[config.mk]
export PLATFORM = sky130hd
export DESIGN_NAME = da_dct_odd_mac
export DESIGN_NICKNAME = d
export VERILOG_FILES = /design/src/rtl/da_dct_odd_mac.sv
export SDC_FILE = /design/constraint.sdc
export NUM_CORES = 1
export LEC_CHECK = 0
export ABC_CLOCK_PERIOD_IN_PS = 11200
export BUFFER_PORTS_ARGS = -buffer_cell sky130_fd_sc_hd__buf_2
export CAP_MARGIN = 20
export CELL_PAD_IN_SITES_DETAIL_PLACEMENT = 1
export CELL_PAD_IN_SITES_GLOBAL_PLACEMENT = 1
export CORE_ASPECT_RATIO = 0.75
export CORE_MARGIN = 2
export CORE_UTILIZATION = 40
export CTS_CLUSTER_DIAMETER = 150
export CTS_CLUSTER_SIZE = 14
export DETAILED_ROUTE_END_ITERATION = 7
export PLACE_DENSITY = 0.69
export SYNTH_ARGS = -nofsm -noshare
export SYNTH_HDL_FRONTEND = slang
export SYNTH_SLANG_ARGS = --single-unit
[constraint.sdc]
create_clock -name clk -period 11.2 [get_ports clk]
set_input_delay 0 -clock clk [delete_from_list [all_inputs] [get_ports clk]]
set_output_delay 0 -clock clk [all_outputs]
set_load 0.02 [all_outputs]
[src/rtl/da_dct_odd_mac.sv]
// Bit-serial distributed-arithmetic MAC producing 0.5*X1/X3/X5/X7 of an 8-point DCT from the
// four butterfly differences, walking the latched inputs MSB-first against a per-row ROM.
module da_dct_odd_mac #(
   parameter int IN_W   = 16,
   parameter int COEF_W = 16,
   parameter bit ROUND  = 1'b0
) (
   input  logic                   clk,
   input  logic                   rst_n,
   input  logic                   in_valid,
   output logic                   in_ready,
   input  logic [1:0]             row,
   input  logic signed [IN_W-1:0] d0,
   input  logic signed [IN_W-1:0] d1,
   input  logic signed [IN_W-1:0] d2,
   input  logic signed [IN_W-1:0] d3,
   output logic                   out_valid,
   input  logic                   out_ready,
   output logic signed [IN_W+1:0] dout,
   output logic [1:0]             out_row,
   output logic                   busy
);

   localparam int COEF_FRAC = 14;
   // Partial sums of four taps reach ~2.56 in Q2.14, so ROM entries carry two guard bits.
   localparam int ROM_W = COEF_W + 2;
   localparam int ACC_W = IN_W + COEF_W + 2;
   localparam int IDX_W = (IN_W > 1) ? $clog2(IN_W) : 1;
   localparam logic [IDX_W-1:0]        MSB_IDX = IDX_W'(IN_W - 1);
   localparam logic signed [ACC_W-1:0] RND     = ROUND ? ACC_W'(2 ** COEF_FRAC) : '0;

   localparam logic signed [ROM_W-1:0] C1 = ROM_W'(16069);
   localparam logic signed [ROM_W-1:0] C3 = ROM_W'(13623);
   localparam logic signed [ROM_W-1:0] C5 = ROM_W'(9102);
   localparam logic signed [ROM_W-1:0] C7 = ROM_W'(3196);

   typedef enum logic [1:0] {IDLE, RUN, DONE} state_t;

   state_t                  state, state_nxt;
   logic [IN_W-1:0]         d_q [4];
   logic [1:0]              row_q;
   logic [IDX_W-1:0]        bit_idx;
   logic signed [ACC_W-1:0] acc;
   logic signed [ACC_W-1:0] acc_rnd;
   logic [3:0]              addr;
   logic signed [ROM_W-1:0] rom_val;
   logic signed [ACC_W-1:0] rom_ext;
   logic                    load, step, capture, drain;
   logic                    unused_acc_bits;

   function automatic logic signed [ROM_W-1:0] tap_coef(input logic [1:0] r, input logic [1:0] k);
      logic signed [ROM_W-1:0] c;
      unique case ({r, k})
         4'b00_00: c = C1;
         4'b00_01: c = C3;
         4'b00_10: c = C5;
         4'b00_11: c = C7;
         4'b01_00: c = C3;
         4'b01_01: c = -C7;
         4'b01_10: c = -C1;
         4'b01_11: c = -C5;
         4'b10_00: c = C5;
         4'b10_01: c = -C1;
         4'b10_10: c = C7;
         4'b10_11: c = C3;
         4'b11_00: c = C7;
         4'b11_01: c = -C5;
         4'b11_10: c = C3;
         4'b11_11: c = -C1;
      endcase
      return c;
   endfunction

   // NOTE: every always_comb output gets a default first so no path can infer a latch.
   always_comb begin
      addr = '0;
      for (int k = 0; k < 4; k++) addr[k] = d_q[k][bit_idx];
   end

   // Partial-sum ROM: entry[addr] is the sum of the selected row's taps whose address bit is set.
   always_comb begin
      rom_val = '0;
      for (int k = 0; k < 4; k++)
         if (addr[k]) rom_val = rom_val + tap_coef(row_q, 2'(k));
   end

   assign rom_ext = {{(ACC_W-ROM_W){rom_val[ROM_W-1]}}, rom_val};
   assign acc_rnd = acc + RND;
   assign unused_acc_bits = ^{acc_rnd[ACC_W-1:IN_W+COEF_FRAC+3], acc_rnd[COEF_FRAC:0]};

   // NOTE: sequential state uses non-blocking assignments so every register samples pre-edge values.
   always_ff @(posedge clk or negedge rst_n) begin
      if (!rst_n) state <= IDLE;
      else        state <= state_nxt;
   end

   always_comb begin
      state_nxt = state;
      unique case (state)
         IDLE: if (in_valid)              state_nxt = RUN;
         RUN:  if (bit_idx == '0)         state_nxt = DONE;
         DONE: if (out_valid && out_ready) state_nxt = IDLE;
         default:                         state_nxt = IDLE;
      endcase
   end

   always_comb begin
      in_ready = (state == IDLE);
      busy     = (state != IDLE);
      load     = (state == IDLE) && in_valid;
      step     = (state == RUN);
      capture  = (state == DONE) && !out_valid;
      drain    = (state == DONE) && out_valid && out_ready;
   end

   // DONE spends its first cycle registering the aligned result, then holds it until taken.
   always_ff @(posedge clk or negedge rst_n) begin
      if (!rst_n) begin
         for (int k = 0; k < 4; k++) d_q[k] <= '0;
         row_q     <= '0;
         bit_idx   <= '0;
         acc       <= '0;
         dout      <= '0;
         out_row   <= '0;
         out_valid <= 1'b0;
      end else begin
         if (load) begin
            d_q[0]  <= d0;
            d_q[1]  <= d1;
            d_q[2]  <= d2;
            d_q[3]  <= d3;
            row_q   <= row;
            acc     <= '0;
            bit_idx <= MSB_IDX;
         end
         if (step) begin
            // The sign bit carries weight -2^(IN_W-1), hence the subtraction on the first step.
            if (bit_idx == MSB_IDX) acc <= -rom_ext;
            else                    acc <= (acc <<< 1) + rom_ext;
            bit_idx <= bit_idx - IDX_W'(1);
         end
         if (capture) begin
            dout      <= acc_rnd[IN_W+COEF_FRAC+2:COEF_FRAC+1];
            out_row   <= row_q;
            out_valid <= 1'b1;
         end
         if (drain) out_valid <= 1'b0;
      end
   end

endmodule

==> results of run 1 <==
==> cells in the mapped netlist (22+ instances only) <==
cell type,n,area share [%]
dfrtp_1,126,30
mux2_2,94,10
nor2_1,82,2.9
ha_1,79,9.3
nand2_1,79,2.8
o21ai_0,68,3.2
a21oi_1,53,2.5
inv_1,45,1.6
xnor2_1,39,3.2
a21o_1,28,2.0
clkbuf_1,28,0.99
nor3_1,24,1.1
xor2_1,24,2.0
nand3_1,22,1.0
==> final timing paths <==
check / from / endpoint / slack (ns) / cells after the start
min in group clk: row[0] / row_q[0] / 0.33 / 4
min: rst_n / dout[3] / 0.15 / 2
max in group asynchronous: rst_n / bit_idx[1] / 9.73 / 3
min reg2reg: acc[6] / acc[6] / 0.50 / 2
max: bit_idx[1] / acc[31] / 0.80 / 44
max reg2reg: bit_idx[1] / acc[31] / 0.80 / 44
==> repair_timing <==
item | 4_1_cts | 5_1_grt
endpoints found under the hold margin | 131 | 0
setup endpoints to repair | 0 | 5
hold buffers | 68 | 0
resized for setup | 0 | 6
==> metrics by stage <==
step                      cells  setup TNS [ns]
after detailed placement   1508               0
after floorplan            1098               0
after CTS                  1608               0
final                      1608               0
after global placement     1508               0
after global routing       1608        -0.00126
==> flip-flops by register name, summed over array words and instances (netlist names) <==
register and flops:
acc 33, bit_idx 4, d_q 64, dout 18
out_row 2, out_valid 1, row_q 2, state 2
==> metal layers <==
metal  vias up  global-route usage [%]  part of all wire [%]
met3        41                    4.85                   4.5
li1       4385                       -                     -
met1      4614                    35.2                    47
met2       238                    41.7                    47
met4         0                    6.11                   1.5
met5         -                       0                     0
==> area by class of cell <==
cell class	count	share of cell area, %
multi-input combinational	879	55.7
clock buffer	17	3.35
tap	344	3.39
sequential	126	24.8
clock inverter	15	1.12
inverter	47	1.39
timing repair buffer	180	10.2
==> logic make-up after synthesis <==
kind of cell | after synthesis
AND/OR/NAND/NOR | 302
adder cells (fa/ha/maj) | 83
buffers and inverters | 93
XOR/XNOR | 65
multiplexers | 131
flip-flops | 126
AO/OA/AOI/OAI | 298
==> impl_metrics.json, run 1 <==
{
  "run_status": "complete, no violations",
  "place_area_um2": 11400,
  "worst_setup_path_start_kind": "register",
  "worst_pin_slew_ns": 1.12,
  "synth_compound_area_share_pct": 20.3,
  "synth_flop_cell": "dfrtp_1",
  "die_w_um": 192,
  "n_antenna_cell": 0,
  "ys_warn_count": 0,
  "yosysUniqueCellTypes": 103,
  "cpMostUsedCell": "ha_1",
  "grt_antenna_before_repair": 0,
  "first_global_vias": 9579,
  "gp_congestion": 0.848,
  "syn_nets": 1251,
  "worst_ep_required_time_ns": 11.52,
  "finalWorstSetupSlack_ns": 0.802,
  "slew_viol_final": 0,
  "ys_ff_latch": 126,
  "maxCapViolations": 0,
  "synthXorXnorAreaFrac_pct": 5.58,
  "relSlewSlack_pct": 25.5,
  "cts_tree": "yes",
  "dieArea_um2": 27800,
  "synthArstFlopShare_pct": 100,
  "area_growth_pct": 20.0,
  "layout.nets": 1404,
  "postCtsSetupBuffers": 0,
  "cp_slowest_cell": "dfrtp_2",
  "start_util_pct": 40.7,
  "coreArea_um2": 26000,
  "synth-simple-area-share_pct": 14.6,
  "grt-ovfl-total": 0,
  "vias": 9278,
  "path_buf_inv": 2,
  "critPathMaxStageDelay_ns": 0.50,
  "hold_viol": 0,
  "final-seq-area_um2": 3150,
  "htreeDepth": 4,
  "insertion_delay_ns": 0.43,
  "layout_commonest_cell": "dfrtp_1",
  "die_h_um": 145,
  "hpwl_um": 23100,
  "grt_pass1_wl_um": 54900,
  "clock_skew_ns": 0.0131,
  "viasPerCell": 5.77,
  "final_cell_mix": "dfrtp_1, mux2_2, buf_2",
  "hp-class": "in -> async",
  "finalSetupViolations": 0,
  "post_drt_wl_per_cell_um": 21.5,
  "wirelength_um": 34600,
  "portBuffers": 92,
  "fillers": 2912,
  "drc_errors": 0,
  "worstSetupPathType": "reg -> reg",
  "grt_usage_pct": 25.6,
  "synthCells": 1098,
  "fin_crit_sh_pct": 92.8,
  "multi_input_area_um2": 7070,
  "dr.pass1.iters": 4,
  "preCtsSetupSlack_ns": 0.536,
  "clkTransAtPathRegs_ns": 0.07,
  "clock_sinks": 126,
  "fmax_mhz": 96.2,
  "cts_made_buffers": 17,
  "rows": 51,
  "crit_arrival_ns": 10.72,
  "syn_avg_cell_area_um2": 9.63,
  "ant_nets": 0,
  "path_delay_family": "compound AO/OA/AOI/OAI gates",
  "synth-edff-count": 0,
  "drtIter0Drc": 511,
  "syn_area_um2": 10600,
  "fin_hold_ws_ns": 0.146,
  "io_pins": 93,
  "clock-root-buffer": "clkbuf_16",
  "path_max_fanout": 10,
  "synthAdderAreaFrac_pct": 10.1,
  "drive_above_1_share_pct": 25.4,
  "seq_area_frac_synth_pct": 29.8,
  "final_util_pct": 48.9,
  "end_kind": "register",
  "final_area_um2": 12700,
  "post-route-min-period_ns": 10.40,
  "muxShareOfSynthArea_pct": 15.8,
  "grt_max_degree": 79,
  "synth_top_family_by_area": "compound AO/OA/AOI/OAI gates",
  "clk_path_buf_depth": 2
}
Power of run 1 is left out: the tool's default activity adds up to more than one toggle a clock period on the data nets, which glitch-free logic cannot reach.
==> run 2, diff against run 1 <==
GPL_ROUTABILITY_DRIVEN = 0   (was unset)
PLACE_DENSITY = unset   (was 0.69)
PLACE_DENSITY_LB_ADDON = 0.1   (was unset)
==> run 2 against run 1 <==
Net effect:
- first-iteration DRC count fell by 18%
- count of clock-buffer cells in the layout did not move
- register-to-register slack improved by 0.15 ns
- critical endpoint is now acc[32]
- largest cell class unchanged
- highest routed layer unchanged
==> impl_metrics.json, run 2 (synthesis results as in run 1) <==
{
  "run_status": "complete, no violations",
  "worst-r2r-setup-slack_ns": 0.95,
  "coreArea_um2": 26000,
  "viasPerCell": 5.59,
  "worst_setup_path_start_kind": "register",
  "area_growth_pct": 20.2,
  "fin_crit_sh_pct": 91.5,
  "io_pins": 93,
  "ant_nets": 0,
  "n_antenna_cell": 0,
  "first_global_vias": 9464,
  "fillers": 2907,
  "cts_tree": "yes",
  "worst_pin_slew_ns": 1.06,
  "grt_max_degree": 79,
  "end_kind": "register",
  "worstSetupPathType": "reg -> reg",
  "crit_arrival_ns": 10.57,
  "slew_viol_final": 0,
  "wirelength_um": 32600,
  "layout.nets": 1408,
  "final_cell_mix": "dfrtp_1, mux2_2, buf_2",
  "hp-class": "in -> async",
  "top_register": "d_q",
  "finalSetupViolations": 0,
  "grt_pass1_wl_um": 52300,
  "fmax_mhz": 97.5,
  "reg.largest.list": "d_q: 64 flops, acc: 33 flops, dout: 18 flops",
  "path_max_fanout": 10,
  "start_util_pct": 40.7,
  "insertion_delay_ns": 0.45,
  "grt-ovfl-total": 0,
  "post-route-min-period_ns": 10.25,
  "reg2reg_to": "acc[32]",
  "hold_viol": 0,
  "largest_reg_flops": 64,
  "hpwl_um": 22900,
  "grt_usage_pct": 24.3,
  "clock_skew_ns": 0.0272,
  "htreeDepth": 4,
  "cp_slowest_cell": "dfrtp_2",
  "rsz0062_at_grt": "false",
  "r2r_start": "bit_idx[1]",
  "maxCapViolations": 0,
  "drc_errors": 0,
  "finalSetupTns_ns": 0,
  "drive_above_1_share_pct": 25.6,
  "cts_made_buffers": 17,
  "clock-root-buffer": "clkbuf_16",
  "critPathMaxStageDelay_ns": 0.50,
  "clkTransAtPathRegs_ns": 0.07,
  "relSlewSlack_pct": 29.2,
  "final_area_um2": 12700,
  "cpMostUsedCell": "o21ai_0",
  "dieArea_um2": 27800,
  "layout_commonest_cell": "dfrtp_1",
  "rows": 51,
  "place_area_um2": 11400,
  "dr.pass1.iters": 4,
  "vias": 9004,
  "grt_antenna_before_repair": 0,
  "worst_ep_required_time_ns": 11.52,
  "die_w_um": 192,
  "worstRegToRegCells": 40,
  "drtIter0Drc": 417,
  "clock_sinks": 126,
  "portBuffers": 92,
  "post_drt_wl_per_cell_um": 20.2,
  "clk_path_buf_depth": 2,
  "die_h_um": 145
}
run 2: worst max path at each step:
stage / endpoint / from / cells past startpoint
after detailed placement: acc[31] / bit_idx[1] / 43
after CTS: acc[31] / bit_idx[1] / 43
after floorplan: acc[32] / bit_idx[1] / 43
after global placement: acc[32] / bit_idx[1] / 42
final: acc[32] / bit_idx[1] / 40
after global routing: acc[31] / bit_idx[1] / 41
run 2: cell type report:
type / instances / area, µm² / area share, %
multi-input combinational: 879 / 7050 / 55.5
sequential: 126 / 3150 / 24.8
tap: 344 / 430 / 3.39
clock buffer: 17 / 425 / 3.35
timing repair buffer: 184 / 1330 / 10.5
inverter: 47 / 176 / 1.39
clock inverter: 15 / 145 / 1.14
run 2: per-layer routing:
metal  track usage (%)  part of all wire (%)  up-vias  routed length [µm]
met5                 0                     0        -                   0
li1                  -                     -     4378                   -
met4              5.47                   1.1        0                 367
met2              40.0                    47      156               15200
met1              33.4                    49     4450               15900
met3              4.49                   3.2       20                1050
run 2: worst max-delay path, delay by kind of cell (launching register included):
kind,cells,cell delay [ns]
AO/OA/AOI/OAI,18,4.60
adder cells (fa/ha/maj),6,2.03
AND/OR/NAND/NOR,9,1.42
XOR/XNOR,3,0.86
flip-flops,1,0.50
multiplexers,2,0.49
buffers and inverters,2,0.21
run 2: through the flow:
stage               util [%]  setup WS [ns]  std cells  hold WS [ns]
global route            49.0         0.0605       1612         0.131
global placement        44.0          0.913       1511       0.00153
detailed placement      44.0          0.608       1511       0.00752
CTS                     48.8          0.525       1611         0.113
finish                  49.0          0.949       1612        0.0933
floorplan                  -           1.57       1098        -0.296
run 2: timing repair:
action	4_1_cts	5_1_grt
setup endpoints to repair	0	4
hold buffers	68	0
endpoints found under the hold margin	122	0
gates resized for setup	0	8
buffers inserted	0	1
Power of run 2 is left out for the same reason.
==> run 3, diff against run 2 <==
CORE_MARGIN = 10   (was 2)
==> run 3 against run 2 <==
Net effect:
- register-to-register slack got worse by 0.17 ns
- first-iteration DRC count increased by 18%
- critical path depth increased by 2
- final area increased by 0.11%
- utilization increased by 0.053 points
- via count increased by 0.63%
==> impl_metrics.json, run 3 (synthesis results as in run 1) <==
{
  "run_status": "complete, no violations",
  "worstRegToRegCells": 42,
  "hpwl_um": 24000,
  "insertion_delay_ns": 0.45,
  "area_growth_pct": 20.3,
  "worstSetupPathType": "reg -> reg",
  "hp-class": "in -> async",
  "rows": 51,
  "worst-r2r-setup-slack_ns": 0.78,
  "reg2reg_to": "acc[31]",
  "cp_slowest_cell": "dfrtp_1",
  "top_register": "d_q",
  "slew_viol_final": 0,
  "dr.pass1.iters": 4,
  "die_h_um": 161,
  "end_kind": "register",
  "fillers": 2916,
  "grt_pass1_wl_um": 55700,
  "ant_nets": 0,
  "cpMostUsedCell": "ha_1",
  "clock-root-buffer": "clkbuf_16",
  "r2r_start": "bit_idx[3]",
  "final-seq-area_um2": 3150,
  "die_w_um": 208,
  "clock_sinks": 126,
  "coreArea_um2": 26000,
  "grt_antenna_before_repair": 0,
  "largest_reg_flops": 64,
  "path_max_fanout": 11,
  "viasPerCell": 5.63,
  "fin_crit_sh_pct": 93.1,
  "post-route-min-period_ns": 10.42,
  "layout.nets": 1406,
  "instances_no_fill": 1610,
  "io_pins": 93,
  "cts_tree": "yes",
  "vias": 9061,
  "drive_above_1_share_pct": 25.4,
  "finalSetupViolations": 0,
  "clkTransAtPathRegs_ns": 0.07,
  "critPathMaxStageDelay_ns": 0.49,
  "relSlewSlack_pct": 29.0,
  "portBuffers": 92,
  "wirelength_um": 34600,
  "finalSetupTns_ns": 0,
  "final_area_um2": 12700,
  "place_area_um2": 11400,
  "clock_skew_ns": 0.0184,
  "grt_max_degree": 79,
  "fmax_mhz": 95.9,
  "drtIter0Drc": 490,
  "drc_errors": 0,
  "multi_input_area_um2": 7070,
  "first_global_vias": 9610,
  "grt-ovfl-total": 0,
  "dieArea_um2": 33400,
  "final_cell_mix": "dfrtp_1, mux2_2, buf_2",
  "placed_cells": 1510,
  "clk_path_buf_depth": 2,
  "grt_usage_pct": 20.5,
  "n_antenna_cell": 0,
  "reg.largest.list": "d_q: 64 flops, acc: 33 flops, dout: 18 flops",
  "htreeDepth": 4,
  "cts_made_buffers": 17,
  "crit_arrival_ns": 10.76,
  "rsz0062_at_grt": "false",
  "post_drt_wl_per_cell_um": 21.5,
  "hold_viol": 0,
  "worst_setup_path_start_kind": "register",
  "worst_ep_required_time_ns": 11.53,
  "worst_pin_slew_ns": 1.07,
  "maxCapViolations": 0,
  "layout_commonest_cell": "dfrtp_1",
  "start_util_pct": 40.7
}
[run 3: cell count changes in the layout (fill, tap and decap cells not counted), sizes merged]
cell      change
clkbuf        +1
bufinv        +1
clkinv        -1
clkinvlp      -1
buf           -2
[run 3: repair_timing]
action                                  CTS  global route
endpoints found under the hold margin   126             0
buffers inserted                          0             0
hold buffers                             68             0
endpoints found under the setup margin    0             5
resized for setup                         0             6
[run 3: per-stage QoR]
stage          hold slack [ns]  utilization (%)  worst slack [ns]
6_report                0.0819             49.0             0.776
5_1_grt                  0.151             49.0            0.0419
4_1_cts                  0.105             48.9             0.455
3_5_place_dp            0.0204             44.0             0.570
3_3_place_gp           0.00800             44.0             0.819
2_1_floorplan           -0.296                -              1.57
[run 3: worst max path at each step]
stage	from	slack, ns	to	cells past startpoint
2_1_floorplan	bit_idx[1]	1.57	acc[32]	43
3_3_place_gp	bit_idx[1]	0.82	acc[31]	43
3_5_place_dp	bit_idx[1]	0.57	acc[31]	43
4_1_cts	bit_idx[1]	0.46	acc[31]	43
5_1_grt	bit_idx[3]	0.04	acc[31]	42
6_report	bit_idx[3]	0.78	acc[31]	42
[run 3: critical path: cells and delay by family (launching register included)]
kind                       cells  cell delay [ns]
muxes                          1             0.30
and+or+nand+nor               13             2.26
DFF                            1             0.49
adders and majority gates      6             2.15
xor gates and xnor gates       2             0.32
AOI/OAI and AO/OA             18             4.59
buffers and inverters          2             0.22
[run 3: final cells by class]
type	count	share of cell area, %
timing repair buffer	182	10.3
clock inverter	14	1.15
multi-input combinational	879	55.5
clock buffer	18	3.45
tap	344	3.38
inverter	47	1.39
sequential	126	24.8
[run 3: metal layers]
metal	vias to the layer above	wire length (µm)	track usage, %
li1	4374	-	-
met1	4521	16900	27.8
met2	131	16100	33.5
met3	35	1130	3.60
met5	-	0	0
met4	0	424	4.34
Power of run 3 is left out for the same reason.
